**src/rtl/cpu_pkg.sv**
```systemverilog
// Shared CPU definitions: opcode encodings, instruction field positions and
// the fetch-stage state type. The control unit decodes against the same
// opcode constants.
package cpu_pkg;

  localparam int unsigned INSTR_W    = 16;
  localparam int unsigned OPCODE_MSB = 15;
  localparam int unsigned OPCODE_LSB = 13;
  localparam int unsigned TARGET_MSB = 12;

  localparam logic [2:0] HALT          = 3'b000;
  localparam logic [2:0] LOAD_WORD     = 3'b001;
  localparam logic [2:0] STORE_WORD    = 3'b010;
  localparam logic [2:0] JUMP          = 3'b011;
  localparam logic [2:0] ADD           = 3'b100;
  localparam logic [2:0] ADD_IMMEDIATE = 3'b101;
  localparam logic [2:0] SUBTRACT      = 3'b110;
  localparam logic [2:0] ILLEGAL       = 3'b111;

  typedef enum logic [1:0] {
    ST_FETCH,
    ST_HOLD,
    ST_HALT
  } fetch_state_t;

  // Opcodes that stop the fetch stage instead of being handed to decode.
  function automatic logic is_stop_op(input logic [2:0] op);
    return (op == HALT) || (op == ILLEGAL);
  endfunction

endpackage

```
**src/rtl/instruction_fetch_if.sv**
```systemverilog
// Fetch-stage bus: instruction-memory request/return, the decode handshake
// and the control unit's jump decision.
interface instruction_fetch_if
  import cpu_pkg::*;
#(
  parameter int unsigned PC_W = 8
);

  logic               imem_req;
  logic [PC_W-1:0]    imem_addr;
  logic               imem_ack;
  logic [INSTR_W-1:0] imem_rdata;
  logic               instr_valid;
  logic               instr_ready;
  logic [INSTR_W-1:0] instr;
  logic [2:0]         control_opcode;
  logic               jump;
  logic [PC_W-1:0]    pc;
  logic               halted;
  logic               illegal_op;

  modport master (
    output imem_req, imem_addr, instr_valid, instr, control_opcode, pc,
           halted, illegal_op,
    input  imem_ack, imem_rdata, instr_ready, jump
  );

  modport slave (
    input  imem_req, imem_addr, instr_valid, instr, control_opcode, pc,
           halted, illegal_op,
    output imem_ack, imem_rdata, instr_ready, jump
  );

endinterface

```
**src/rtl/instruction_fetch_program_counter.sv**
```systemverilog
// Program counter: reset load, modulo-2^PC_W increment and jump load.
module program_counter #(
  parameter int unsigned     PC_W     = 8,
  parameter logic [PC_W-1:0] RESET_PC = '0
) (
  input  logic            clk,
  input  logic            rst,
  input  logic            i_advance,
  input  logic            i_jump,
  input  logic [PC_W-1:0] i_target,
  output logic [PC_W-1:0] o_pc
);

  logic [PC_W-1:0] r_pc;

  // Advance only when decode accepts the presented instruction.
  always_ff @(posedge clk or posedge rst) begin
    if (rst) begin
      r_pc <= RESET_PC;
    end else if (i_advance) begin
      r_pc <= i_jump ? i_target : r_pc + 1'b1;
    end
  end

  assign o_pc = r_pc;

endmodule

```
**src/rtl/instruction_fetch.sv**
```systemverilog
// Instruction fetch stage: one outstanding memory request, holds the fetched
// word in IR until decode accepts it, and stops on HALT/ILLEGAL opcodes.
module instruction_fetch
  import cpu_pkg::*;
#(
  parameter int unsigned     PC_W     = 8,
  parameter logic [PC_W-1:0] RESET_PC = '0
) (
  input  logic                clk,
  input  logic                rst,
  instruction_fetch_if.master bus
);

  fetch_state_t       r_state;
  fetch_state_t       w_next_state;
  logic [INSTR_W-1:0] r_ir;
  logic               r_halted;
  logic               r_illegal;
  logic               w_capture;
  logic               w_accept;
  logic [2:0]         w_fetched_op;
  logic [PC_W-1:0]    w_target;
  logic [PC_W-1:0]    w_pc;

  assign w_fetched_op = bus.imem_rdata[OPCODE_MSB:OPCODE_LSB];

  // Jump target is the low PC_W bits of the 13-bit target field.
  if (PC_W <= TARGET_MSB + 1) begin : g_tgt_narrow
    assign w_target = r_ir[PC_W-1:0];
  end else begin : g_tgt_wide
    assign w_target = {{(PC_W - TARGET_MSB - 1){1'b0}}, r_ir[TARGET_MSB:0]};
  end

  // State register.
  always_ff @(posedge clk or posedge rst) begin
    if (rst) begin
      r_state <= ST_FETCH;
    end else begin
      r_state <= w_next_state;
    end
  end

  // Next state plus capture/accept strobes; inputs are ignored outside the
  // state that consumes them.
  always_comb begin
    w_next_state = r_state;
    w_capture    = 1'b0;
    w_accept     = 1'b0;
    case (r_state)
      ST_FETCH: begin
        if (bus.imem_ack) begin
          w_capture    = 1'b1;
          w_next_state = is_stop_op(w_fetched_op) ? ST_HALT : ST_HOLD;
        end
      end
      ST_HOLD: begin
        if (bus.instr_ready) begin
          w_accept     = 1'b1;
          w_next_state = ST_FETCH;
        end
      end
      ST_HALT: w_next_state = ST_HALT;
      default: w_next_state = ST_FETCH;
    endcase
  end

  // Instruction register and sticky stop flags, loaded on the capturing ack.
  always_ff @(posedge clk or posedge rst) begin
    if (rst) begin
      r_ir      <= '0;
      r_halted  <= 1'b0;
      r_illegal <= 1'b0;
    end else if (w_capture) begin
      r_ir <= bus.imem_rdata;
      if (is_stop_op(w_fetched_op)) r_halted  <= 1'b1;
      if (w_fetched_op == ILLEGAL)  r_illegal <= 1'b1;
    end
  end

  program_counter #(
    .PC_W     (PC_W),
    .RESET_PC (RESET_PC)
  ) u_pc (
    .clk       (clk),
    .rst       (rst),
    .i_advance (w_accept),
    .i_jump    (bus.jump),
    .i_target  (w_target),
    .o_pc      (w_pc)
  );

  // Request is gated by rst because the reset state is FETCH.
  assign bus.imem_req       = (r_state == ST_FETCH) && !rst;
  assign bus.imem_addr      = w_pc;
  assign bus.instr_valid    = (r_state == ST_HOLD);
  assign bus.instr          = r_ir;
  assign bus.control_opcode = r_ir[OPCODE_MSB:OPCODE_LSB];
  assign bus.pc             = w_pc;
  assign bus.halted         = r_halted;
  assign bus.illegal_op     = r_illegal;

endmodule

```
**src/flat_wrapper.sv**
```systemverilog
// flat-port wrapper written by rule: the top's interface ports become plain ports
module instruction_fetch_flat import cpu_pkg::*;
#(
  parameter int unsigned     PC_W     = 8,
  parameter logic [PC_W-1:0] RESET_PC = '0
)
  (clk, rst, bus_imem_req, bus_imem_addr, bus_instr_valid, bus_instr, bus_control_opcode, bus_pc, bus_halted, bus_illegal_op, bus_imem_ack, bus_imem_rdata, bus_instr_ready, bus_jump);
  instruction_fetch_if #(.PC_W(PC_W)) bus_i ();
  input  logic clk;
  input  logic rst;
  output wire logic [$bits(bus_i.imem_req)-1:0] bus_imem_req;
  output wire logic [$bits(bus_i.imem_addr)-1:0] bus_imem_addr;
  output wire logic [$bits(bus_i.instr_valid)-1:0] bus_instr_valid;
  output wire logic [$bits(bus_i.instr)-1:0] bus_instr;
  output wire logic [$bits(bus_i.control_opcode)-1:0] bus_control_opcode;
  output wire logic [$bits(bus_i.pc)-1:0] bus_pc;
  output wire logic [$bits(bus_i.halted)-1:0] bus_halted;
  output wire logic [$bits(bus_i.illegal_op)-1:0] bus_illegal_op;
  input wire logic [$bits(bus_i.imem_ack)-1:0] bus_imem_ack;
  input wire logic [$bits(bus_i.imem_rdata)-1:0] bus_imem_rdata;
  input wire logic [$bits(bus_i.instr_ready)-1:0] bus_instr_ready;
  input wire logic [$bits(bus_i.jump)-1:0] bus_jump;
  assign bus_imem_req = bus_i.imem_req;
  assign bus_imem_addr = bus_i.imem_addr;
  assign bus_instr_valid = bus_i.instr_valid;
  assign bus_instr = bus_i.instr;
  assign bus_control_opcode = bus_i.control_opcode;
  assign bus_pc = bus_i.pc;
  assign bus_halted = bus_i.halted;
  assign bus_illegal_op = bus_i.illegal_op;
  assign bus_i.imem_ack = bus_imem_ack;
  assign bus_i.imem_rdata = bus_imem_rdata;
  assign bus_i.instr_ready = bus_instr_ready;
  assign bus_i.jump = bus_jump;
  instruction_fetch #(.PC_W(PC_W), .RESET_PC(RESET_PC)) u_core (.clk(clk), .rst(rst), .bus(bus_i));
endmodule
```
**config.mk**
```make
export PLATFORM = sky130hd
export DESIGN_NAME = instruction_fetch_flat
export DESIGN_NICKNAME = d
export VERILOG_FILES = /design/src/rtl/cpu_pkg.sv /design/src/rtl/instruction_fetch_if.sv /design/src/rtl/instruction_fetch_program_counter.sv /design/src/rtl/instruction_fetch.sv /design/src/flat_wrapper.sv
export SDC_FILE = /design/constraint.sdc
export NUM_CORES = 1
export LEC_CHECK = 0
export ABC_AREA = 1
export BUFFER_PORTS_ARGS = -buffer_cell sky130_fd_sc_hd__buf_4
export CAP_MARGIN = 20
export CORE_MARGIN = 8
export CORE_UTILIZATION = 47
export DETAILED_ROUTE_END_ITERATION = 8
export GPL_ROUTABILITY_DRIVEN = 0
export PLACE_DENSITY_LB_ADDON = 0.2
export SETUP_SLACK_MARGIN = 0.4
export SKIP_CTS_REPAIR_TIMING = 1
export SLEW_MARGIN = 20
export SYNTH_ARGS = -nofsm -noshare
export SYNTH_HDL_FRONTEND = slang
export SYNTH_SLANG_ARGS = --single-unit
```
**constraint.sdc**
```tcl
create_clock -name clk -period 1.5 [get_ports clk]
set_input_delay 0.075 -clock clk [delete_from_list [all_inputs] [get_ports clk]]
set_output_delay 0.075 -clock clk [all_outputs]
set_load 0.005 [all_outputs]
```
== Yosys cells after proc, flatten, opt, wreduce, memory -nomap -nowiden ==
Index checks and enable logic that the tools add are counted.
Word-level totals
  register bits after elaboration: 28
  input bits: 21
  output and inout port bits: 39
Cells by class
  $add $sub $neg: 1
  equal/unequal tests: 5
  mux-type cells: 9
  reductions and logical operators: 8
Operators with widths (number)
  $add 8x1->8 const B: 1
  $mux 8: 1
  $mux 2: 3
  $pmux 2 s3: 1
  $reduce_and 2->1: 3
  $mux 1: 4
  $eq 3x3->1 const B: 1
  $logic_not 3->1: 1
  $eq 2x1->1 const B: 1
  $eq 2x2->1 const B: 1
  $logic_not 2->1: 1
  $ne 2x1->1 const B: 1
  $ne 2x2->1 const B: 1
  $logic_and 1x1->1: 1
  $logic_not 1->1: 1
  $logic_or 1x1->1: 1

== Longest topological paths before layout ==
  word-level depth: 5
  depth in mapped cells: 7
  mapped depth without buffers: 7

== By module ==
From an unflattened synthesis, not the netlist that was laid out.
Second synthesis, totals
  cell total of the unflattened synthesis: 181
  area total of the unflattened synthesis: 1421.4 µm²
Modules (own cells, without submodules)
  instruction_fetch: times used 1, cells each 106, area each 913.4 µm², seq. area each 500.5 µm²
  program_counter: times used 1, cells each 75, area each 508.0 µm², seq. area each 200.2 µm²

== Worst setup path before layout ==
No wires, ideal clock.
  path kind: reg-to-reg
  from: register u_core.u_pc.r_pc[0] (netlist: u_core.u_pc.o_pc[0])
  to: register u_core.u_pc.r_pc[4] (netlist: u_core.u_pc.o_pc[4])
  library setup time: 0.119 ns
  data arrival time: 0.981 ns
  data required time: 1.381 ns
  setup slack: 0.400 ns
  cell stages (with the launch flop): 8
  path buffers: 0
  clock period less this slack: 1.100 ns
  cells stage by stage: dfrtp_1 ha_1 nand2_1 inv_1 nand2_1 nand2_1 a21oi_1 nor2_1
Between the ends
  word-level cells in the longest chain between the ends: 2
RTL lines
  start: declaration: RTL line instruction_fetch_program_counter.sv:14  | logic [PC_W-1:0] r_pc;
  start signal: assignment: RTL line instruction_fetch_program_counter.sv:21  | r_pc <= i_jump ? i_target : r_pc + 1'b1;
  $add 8x1->8: RTL line instruction_fetch_program_counter.sv:21
  $mux 8: RTL line instruction_fetch_program_counter.sv:21
No other way between the ends.
A chain may end at the register's enable or synchronous reset.

== Final worst setup path ==
  from: register u_core.r_state[1]
  to: output port bus_imem_req
Between the ends
  word-level cells in the longest chain between the ends: 2
RTL lines
  start: declaration: RTL line instruction_fetch.sv:14  | fetch_state_t r_state;
  start signal: assignment: RTL line instruction_fetch.sv:39  | r_state <= w_next_state;
  $logic_not 2->1: RTL line instruction_fetch.sv:93  | assign bus.imem_req = (r_state == ST_FETCH) && !rst;
  $logic_and 1x1->1: RTL line instruction_fetch.sv:93
  end: declaration: RTL line flat_wrapper.sv:11  | output wire logic [$bits(bus_i.imem_req)-1:0] bus_imem_req;
No other way between the ends.

==> flow_metrics.env <==
export IMPL_hold_worst_slack_ps=-2.75
export IMPL_worst_slew_margin_rel_pct=75.9
export IMPL_timing_hold_worst_class="primary input to flop"
export IMPL_critical_path_startpoint_type="flop"
export IMPL_critical_path_top_delay_family="flip-flops"
export IMPL_power_frac_clock_pct=9.7
export IMPL_critical_path_cell_chain="inv_2 -> nand2_2 -> nor2_1 -> buf_4"
export IMPL_cts_htree_levels=1
export IMPL_num_rows=20
export IMPL_slew_violations=0
export IMPL_fmaxAchievable_ghz=0.803
export IMPL_clkSlewWorstSetupHoldPaths_ps=150
export IMPL_yosys_top_cells_count="61 x sky130_fd_sc_hd__nand2_1, 28 x sky130_fd_sc_hd__dfrtp_1, 18 x sky130_fd_sc_hd__inv_1, 12 x sky130_fd_sc_hd__buf_4, 11 x sky130_fd_sc_hd__o21ai_0"
export IMPL_multiInputGateArea_um2=586
export IMPL_dp_hpwl_um=2710
export IMPL_detail_route_wl_per_cell_um=14.2
export IMPL_r2r_slack_ps=270
export IMPL_die_width_um=71.1
export IMPL_ant_nets=0
export IMPL_io_pins=60
export IMPL_grt_setup_unrepaired="yes"
export IMPL_grt_max_degree=29
export IMPL_detail_route_wirelength_um=4110
export IMPL_ws_path_type="flop to primary output"
export IMPL_post_synth_cell_area_avg_um2=8.12
export IMPL_layout_area_seq_um2=707
export IMPL_run_status="complete, but fails checks"
export IMPL_grt_antenna_before_repair=0
export IMPL_timing_reg2reg_worst_path_depth=7
export IMPL_cp_arrival_ps=1170
export IMPL_ys_top_cells_by_area="sky130_fd_sc_hd__dfrtp_1 49%, sky130_fd_sc_hd__nand2_1 16%, sky130_fd_sc_hd__buf_4 6.3%"
export IMPL_slew_of_the_pin_with_the_lowest_slew_margin_ps=361
export IMPL_comb_power_share_pct=53.4
export IMPL_flop_and_latch_count_out_of_synthesis=28
export IMPL_async_reset_ff_share_pct=100
export IMPL_synthesis_nets=198
export IMPL_synth_most_common_cell="sky130_fd_sc_hd__nand2_1"
export IMPL_critical_path_peak_fanout=3
export IMPL_setup_tns_ps=0
export IMPL_cts_root_buf="sky130_fd_sc_hd__clkbuf_4"
export IMPL_leakage_uw=0.00114
export IMPL_final_number_of_setup_violating_endpoints=0
export IMPL_cp_required_ps=1420
export IMPL_clockBufferDepth=2
export IMPL_max_cap_violations=0
export IMPL_clock_skew_ps=5.40
export IMPL_period_share_pct=83.0
export IMPL_post_route_cells_drive_above_1_share_pct=42.6
export IMPL_number_of_nets_in_the_finished_design=279
export IMPL_switchingPower_uw=1520
export IMPL_critical_path_endpoint_type="primary output"
export IMPL_starting_density_pct=48.0
export IMPL_sequentialPowerShare_pct=36.9
export IMPL_dr_pass1_iters=4
export IMPL_first_pass_grt_wire_length_um=6040
export IMPL_timing_final_ws_setup_ps=255
export IMPL_timing_critical_path_from="u_core.r_state[1]"
export IMPL_count_of_different_cell_masters_after_synthesis=22
export IMPL_numPortBuffers=59
export IMPL_drt_iter0_drc=118
export IMPL_hold_end="u_core.bus.instr[15]"
export IMPL_grt_use_total_pct=14.6
export IMPL_final_core_utilization_pct=73.8
export IMPL_p_sw_share_pct=38.6
export IMPL_worst_r2r_endpoint="u_core.u_pc.o_pc[4]"
export IMPL_post_synth_top_area_cell="sky130_fd_sc_hd__dfrtp_1"
export IMPL_synth_seq_area_share_pct=49.0
export IMPL_placement_setup_worst_slack_ps=325
export IMPL_crit_reg2reg_launch="u_core.u_pc.o_pc[1]"
export IMPL_synth_flop_cell="sky130_fd_sc_hd__dfrtp_1"
export IMPL_internal_cell_power_uw=2420
export IMPL_fillCellCount=219
export IMPL_insertion_delay_ps=340
export IMPL_synth_edff_count=0
export IMPL_core_region_area_um2=2980
export IMPL_drcViolationCount=0
export IMPL_netlist_area_um2=1430
export IMPL_die_area_um2=5060
export IMPL_synth_largest_type_area_fraction_pct=49.0
export IMPL_critPathBufInv=2
export IMPL_placement_cell_area_um2=1790
export IMPL_hold_path_depth=3
export IMPL_ys_warnings_count=0
export IMPL_period_minus_slack_ps=1240
export IMPL_clkSinkCount=28
export IMPL_dieHeight_um=71.1
export IMPL_slowest_delay_ps=470
export IMPL_irDropWorstVdd_mv=0.944
export IMPL_per_cell_via_count_in_the_routed_design=4.91
export IMPL_min_from="bus_imem_rdata[15]"
export IMPL_antenna_diode_count=0
export IMPL_cts_made_buffers=3
export IMPL_cts_tree="built"
export IMPL_final_cell_area_um2=2200
export IMPL_powerDensity_nw_per_um2=1790
export IMPL_hold_violations=1
export IMPL_violations="hold timing"
export IMPL_area_delta_synth_final_pct=53.9
export IMPL_crit_path_top_delay_cell="sky130_fd_sc_hd__dfrtp_2"
export IMPL_via_count=1419
export IMPL_syn_instance_count=176
export IMPL_grt_pass1_vias=1384
export IMPL_grt_ovfl_total=0
==> per-stage QoR <==
stage / hold WS [ps] / power (uW) / instances
floorplan: 140 / 2340 / 176
global placement: 172 / 3040 / 254
detailed placement: 180 / 3100 / 254
CTS: -210 / 3480 / 258
global route: 14.5 / 4260 / 289
finish: -2.75 / 3940 / 289
==> worst max path at each step <==
stage	end	cells after the start	slack, ps
2_1_floorplan	u_core.u_pc.o_pc[4]	7	400
3_3_place_gp	u_core.u_pc.o_pc[6]	6	340
3_5_place_dp	u_core.u_pc.o_pc[6]	6	330
4_1_cts	bus_imem_req	4	270
5_1_grt	bus_imem_req	4	190
6_report	bus_imem_req	4	260
==> layer usage <==
metal,share of wire (%),track usage [%],vias up
li1,-,-,698
met1,39,15.0,657
met2,52,25.8,53
met3,5.9,5.08,11
met4,2.7,6.47,0
met5,0,0,-
==> logic make-up (layout without fill, tap and decap cells) <==
family | count (synthesis) | in the layout | synth area share, %
compound gates | 26 | 26 | 11.0
simple gates | 84 | 85 | 24.1
flops | 28 | 28 | 49.0
fa+ha+maj | 1 | 1 | 0.876
buf+inv | 37 | 116 | 15.0
==> placed cells by master, fill, tap and decap left out, drive strengths merged, types with 4 or more instances in the layout <==
cell type    netlist  routed
nand3              9       9
nor2              12      12
dfrtp             28      28
inv               20      20
a21oi              6       6
o21ai             16      16
nand2             63      64
clkbuf             0       4
dlygate4sd3        0      16
buf               16      75
==> sequential cells by signal, summed over array words and instances (netlist names) <==
name and flops:
u_core.bus.instr 16, u_core.bus.halted 1, u_core.r_state 2, u_core.bus.illegal_op 1, u_core.u_pc.o_pc 8
==> worst min-delay path, stage by stage <==
cell and delay, ps:
sky130_fd_sc_hd__buf_4 110, sky130_fd_sc_hd__inv_1 60, sky130_fd_sc_hd__o21ai_1 70
==> layout make-up <==
type,count,area share (%)
flip-flops and latches,28,32.2
inverters,21,3.93
repair buffers,91,33.8
well taps,33,1.88
multi-input cells,112,26.6
clock buffers,4,1.65
==> power groups by stage <==
stage               clock [uW]  sequential [uW]  combinational (uW)
floorplan                    0             1400                 938
global placement             0             1400                1640
detailed placement           0             1430                1670
CTS                        394             1410                1680
global route               410             1500                2340
finish                     382             1450                2100
No activity file was read; power rests on OpenSTA's default activity.
